### src/rtl/led_demux_pkg.sv
// rtl/led_demux_pkg.sv - shared widths and types for the LED demultiplexer
package led_demux_pkg;

  localparam int NUM_LEDS = 4;
  localparam int SEL_W    = 2;

  typedef logic [SEL_W-1:0] sel_t;

endpackage

### src/rtl/switch_debounce.sv
// rtl/switch_debounce.sv - 2-flop synchronizer, debounce counter and press pulse
// for one asynchronous switch input.
module switch_debounce #(
  parameter int DEBOUNCE_LIMIT = 250000
) (
  input  logic i_Clk,
  input  logic i_Rst_L,
  input  logic i_Switch,
  output logic o_Level,
  output logic o_Press
);

  localparam int CNT_W = (DEBOUNCE_LIMIT > 1) ? $clog2(DEBOUNCE_LIMIT) : 1;
  localparam logic [CNT_W-1:0] CNT_LAST = CNT_W'(DEBOUNCE_LIMIT - 1);

  logic             sync1_q, sync1_d;
  logic             sync2_q, sync2_d;
  logic             level_q, level_d;
  logic             level_dly_q, level_dly_d;
  logic [CNT_W-1:0] count_q, count_d;

  always_comb begin
    sync1_d     = i_Switch;
    sync2_d     = sync1_q;
    level_dly_d = level_q;
    level_d     = level_q;
    count_d     = '0;
    // Any cycle where the synchronized level agrees with the accepted state restarts the count.
    if (sync2_q != level_q) begin
      if (count_q == CNT_LAST) begin
        level_d = sync2_q;
      end else begin
        count_d = count_q + 1'b1;
      end
    end
  end

  always_ff @(posedge i_Clk or negedge i_Rst_L) begin
    if (!i_Rst_L) begin
      sync1_q     <= 1'b0;
      sync2_q     <= 1'b0;
      level_q     <= 1'b0;
      level_dly_q <= 1'b0;
      count_q     <= '0;
    end else begin
      sync1_q     <= sync1_d;
      sync2_q     <= sync2_d;
      level_q     <= level_d;
      level_dly_q <= level_dly_d;
      count_q     <= count_d;
    end
  end

  assign o_Level = level_q;
  assign o_Press = level_q & ~level_dly_q;

endmodule

### src/rtl/led_demux_1_to_4.sv
// rtl/led_demux_1_to_4.sv - routes i_Data to one of four LEDs chosen by two debounced switches.
// Optional blink gating of the selected LED is built when DEMUX_BLINK_EN is defined.
module led_demux_1_to_4
  import led_demux_pkg::*;
#(
  parameter int DEBOUNCE_LIMIT = 250000,
  parameter int BLINK_LIMIT    = 12500000
) (
  input  logic i_Clk,
  input  logic i_Rst_L,
  input  logic i_Switch_1,
  input  logic i_Switch_2,
  input  logic i_Data,
  output logic o_LED_1,
  output logic o_LED_2,
  output logic o_LED_3,
  output logic o_LED_4,
  output logic [SEL_W-1:0] o_Sel
);

  if (DEBOUNCE_LIMIT < 1 || BLINK_LIMIT < 2) begin : g_param_check
    $error("led_demux_1_to_4: DEBOUNCE_LIMIT must be >= 1 and BLINK_LIMIT >= 2");
  end

  logic press1, press2;
  logic level1, level2;

  switch_debounce #(.DEBOUNCE_LIMIT(DEBOUNCE_LIMIT)) u_sw1 (
    .i_Clk   (i_Clk),
    .i_Rst_L (i_Rst_L),
    .i_Switch(i_Switch_1),
    .o_Level (level1),
    .o_Press (press1)
  );

  switch_debounce #(.DEBOUNCE_LIMIT(DEBOUNCE_LIMIT)) u_sw2 (
    .i_Clk   (i_Clk),
    .i_Rst_L (i_Rst_L),
    .i_Switch(i_Switch_2),
    .o_Level (level2),
    .o_Press (press2)
  );

  sel_t                sel_q, sel_d;
  logic [NUM_LEDS-1:0] led_q, led_d;
  logic                routed;

`ifdef DEMUX_BLINK_EN
  localparam int BLINK_W = $clog2(BLINK_LIMIT);
  localparam logic [BLINK_W-1:0] BLINK_LAST = BLINK_W'(BLINK_LIMIT - 1);

  logic [BLINK_W-1:0] blink_cnt_q, blink_cnt_d;
  logic               blink_q, blink_d;

  always_comb begin
    blink_cnt_d = blink_cnt_q + 1'b1;
    blink_d     = blink_q;
    if (blink_cnt_q == BLINK_LAST) begin
      blink_cnt_d = '0;
      blink_d     = ~blink_q;
    end
  end

  always_ff @(posedge i_Clk or negedge i_Rst_L) begin
    if (!i_Rst_L) begin
      blink_cnt_q <= '0;
      blink_q     <= 1'b0;
    end else begin
      blink_cnt_q <= blink_cnt_d;
      blink_q     <= blink_d;
    end
  end

  assign routed = i_Data & blink_q;
`else
  assign routed = i_Data;
`endif

  always_comb begin
    sel_d = sel_q;
    // Simultaneous advance and retreat cancel out.
    case ({press1, press2})
      2'b10:   sel_d = sel_t'(sel_q + 1'b1);
      2'b01:   sel_d = sel_t'(sel_q - 1'b1);
      default: sel_d = sel_q;
    endcase
  end

  // LEDs decode the registered selection, so they trail o_Sel by one cycle and stay one-hot.
  always_comb begin
    led_d        = '0;
    led_d[sel_q] = routed;
  end

  always_ff @(posedge i_Clk or negedge i_Rst_L) begin
    if (!i_Rst_L) begin
      sel_q <= '0;
      led_q <= '0;
    end else begin
      sel_q <= sel_d;
      led_q <= led_d;
    end
  end

  assign o_Sel   = sel_q;
  assign o_LED_1 = led_q[0];
  assign o_LED_2 = led_q[1];
  assign o_LED_3 = led_q[2];
  assign o_LED_4 = led_q[3];

endmodule

### config.mk
export PLATFORM = sky130hd
export DESIGN_NAME = led_demux_1_to_4
export DESIGN_NICKNAME = d
export VERILOG_FILES = /design/src/rtl/led_demux_pkg.sv /design/src/rtl/switch_debounce.sv /design/src/rtl/led_demux_1_to_4.sv
export SDC_FILE = /design/constraint.sdc
export NUM_CORES = 1
export LEC_CHECK = 0
export CAP_MARGIN = 20
export CORE_MARGIN = 3
export CORE_UTILIZATION = 54
export DETAILED_ROUTE_END_ITERATION = 8
export MAX_ROUTING_LAYER = met4
export PLACE_DENSITY = 0.73
export SYNTH_ARGS = -nofsm -noshare
export SYNTH_HDL_FRONTEND = slang
export SYNTH_SLANG_ARGS = --single-unit
### constraint.sdc
create_clock -name i_Clk -period 2.2 [get_ports i_Clk]
set_input_delay 0.66 -clock i_Clk [delete_from_list [all_inputs] [get_ports i_Clk]]
set_output_delay 0.66 -clock i_Clk [all_outputs]
set_load 0.02 [all_outputs]
==> metrics.md <==
| Metric | Value |
|---|---|
| Initial DRC Count | 120 |
| Core area | 4060 µm² |
| Synth Instances | 217 |
| Total I/O pin count | 11 |
| Post-DP HPWL | 2710 µm |
| GRT Overall Usage | 0.176 |
| Clk sinks | 50 |
| Final net count | 244 |
| Cell total after placement | 279 |
| Primary FF master, synth | dfrtp_1 |
| Die width | 71.2 µm |
| WL per Instance | 13.8 µm |
| CP Cell Sequence | clkdlybuf4s50_1 |
| Setup CP Type | flip-flop to primary output |
| Crit end category | primary output |
| Pin count of the biggest net entering global routing | 30 |
| Least-Margin Pin Slew | 622 ps |
| Final-report hold violation count | 0 |
| Status | finished, final reports clean |
| Synth Cell Area | 2290 µm² |
| Post-CTS setup buffer count | 0 |
| Hold buffer count at CTS | 0 |
| DR vias/cell | 5.57 |
| First-pass GRT wire length | 6800 µm |
| Worst min-delay path class | flip-flop to flip-flop |
| Row cnt | 23 |
| Initial antenna violation count | 0 |
| WP buf/inv | 1 |
| Gr ovfl total | 0 |
| Top achievable clock speed | 481 MHz |
| Syn Area/Cell | 10.6 µm² |
| CTS tree | yes |
| Final slew viol count | 0 |
| Layout filler cell count | 333 |
| Cts bufs inserted | 5 |
| Unrepaired setup endpoints after global routing | no |
| Max-Cap Viols | 0 |
| Die area | 5070 µm² |
| Routed WL | 3940 µm |
| #FFs+latches synth | 50 |
| Top cell type's share of synthesized area | 0.546 |
| Post-synth EDFFs | 0 |
| Period utilization | 0.946 |
| Clock transition at path regs | 80 ps |
| Setup_tns | 0 ps |
| DR vias | 1,594 |
| Antenna Violating Nets Remaining | 0 |
| Crit path required time | 1540 ps |
| H-tree levels | 2 |
| Clock root buffer master | clkbuf_8 |
| Antenna diodes | 0 |
| Detailed-route DRC error count | 0 |
| Most frequent cells in the layout | dfrtp_1, nor2_1, xnor2_1 |
| Warnings from Yosys | 0 |
| Longest Clk Path Bufs | 2 |
| Synth area leaders | dfrtp_1, xnor2_1, nor2_1 |
| Layout area overhead | 11.3% |
| PostCTS Resize Cnt | 0 |
| Cell taking the most area after synthesis | dfrtp_1 |
| Synth unique cells | 31 |
| Clock period minus worst slack | 2080 ps |
| Delay-heaviest family, CP | buffers and inverters |
| Initial Util | 0.565 |
| VDD IR-drop max | 0.456 mV |
| First-pass iteration count of the detailed router | 4 |
| Commonest non-fill, non-tap cell in the layout | dfrtp_1 |
| CP Launch Type | flip-flop |
| Syn Nets | 225 |
| Static Leakage | 0.00107 µW |
| Fin cells | 286 |
| RD Place Congestion | 0.795 |
| Clock Skew | 5.17 ps |
| Vias in the first global route | 1,488 |
| Slowest CP cell | clkdlybuf4s50_1 |
| Sequential fraction of the synthesis area | 0.546 |
| CP arrival | 1420 ps |
| Final Setup Violations | 0 |
| Die Ht | 71.2 µm |
| Max incr delay on CP | 650 ps |
| PortBufs | 10 |
| Worst rel slew slack | 0.585 |
| Later-pin clock latency in the skew report | 300 ps |
| Async S/R FF share, synth | 1.00 |
| Layout cells sized above 1 | 0.0720 |
| Crit path max fanout | 7 |
| Power Dens Cells | 586 nW/µm² |
cell usage after synthesis (all sizes together) (3+ instances only):
library cell / instances
dfrtp: 50
nor2: 40
xnor2: 25
nand3: 11
nand4: 11
nor4: 11
nand2: 10
nor3: 9
xor2: 9
inv: 6
o21ai: 4
a21oi: 3
and3: 3
buf: 3
ha: 3
logic make-up (layout without fill, tap and decap cells):
family / Yosys count / count (layout) / share of synthesized area
xor gates and xnor gates: 34 / 34 / 0.130
muxes: 2 / 2 / 0.00982
DFF: 50 / 50 / 0.546
AOI/OAI and AO/OA: 8 / 8 / 0.0273
buffers and inverters: 10 / 29 / 0.0180
adders and majority gates: 3 / 3 / 0.0164
and+or+nand+nor: 110 / 110 / 0.253
worst paths after layout:
path	from	to	slack, ps	depth (start not counted)
setup / recovery	o_Sel[0]$_DFFE_PN0P_	o_Sel[0]	120	1
hold / removal	u_sw2.sync1_q$_DFF_PN0_	u_sw2.sync2_q$_DFF_PN0_	350	0
setup reg to reg	u_sw1.count_q[4]$_DFF_PN0_	u_sw1.count_q[17]$_DFF_PN0_	440	4
hold reg to reg	u_sw2.sync1_q$_DFF_PN0_	u_sw2.sync2_q$_DFF_PN0_	350	0
max in group asynchronous	i_Rst_L	u_sw1.count_q[3]$_DFF_PN0_	1240	2
min in group asynchronous	i_Rst_L	u_sw2.count_q[12]$_DFF_PN0_	360	1
flip-flops by register name, summed over array words and instances, names as in the netlist:
| name | count |
|---|---|
| led_q | 4 |
| u_sw1.level_dly_q | 1 |
| u_sw1.sync1_q | 1 |
| u_sw1.o_Level | 1 |
| u_sw1.sync2_q | 1 |
| u_sw2.level_dly_q | 1 |
| u_sw2.sync2_q | 1 |
| u_sw1.count_q | 18 |
| u_sw2.sync1_q | 1 |
| o_Sel | 2 |
| u_sw2.o_Level | 1 |
| u_sw2.count_q | 18 |
routing by layer:
metal  global-route usage  wire length, µm  vias to the layer above
met3               0.0469              151                        5
met5                    -                0                        -
met1                0.237             1970                      775
met4               0.0626               64                        0
met2                0.256             1760                       30
li1                     -                -                      784
stage by stage:
stage / area [µm²] / setup slack [ps] / hold slack [ps] / power (µW) / utilization
2_1_floorplan: 2290 / 399 / 331 / 988 / -
3_3_place_gp: 2480 / 473 / 332 / 1030 / 0.611
3_5_place_dp: 2480 / 440 / 335 / 1030 / 0.611
4_1_cts: 2550 / 105 / 353 / 1520 / 0.629
5_1_grt: 2550 / 76.3 / 360 / 1570 / 0.629
6_report: 2550 / 120 / 352 / 1500 / 0.629
area by class of cell:
class	count	area, µm²	share of cell area
multi-input cells	157	1000	0.392
well taps	50	62.6	0.0245
flip-flops and latches	50	1250	0.490
clock buffers	7	76.3	0.0299
repair buffers	16	140	0.0549
inverters	6	22.5	0.00882
power breakdown:
group	switching (µW)	total (µW)	internal, µW	leakage [µW]
sequential	11.0	943	932	0.000682
combinational	40.3	64.3	23.9	0.000353
clock	271	490	219	0.0000383
Note: power is estimated with default switching activity, not from simulation.
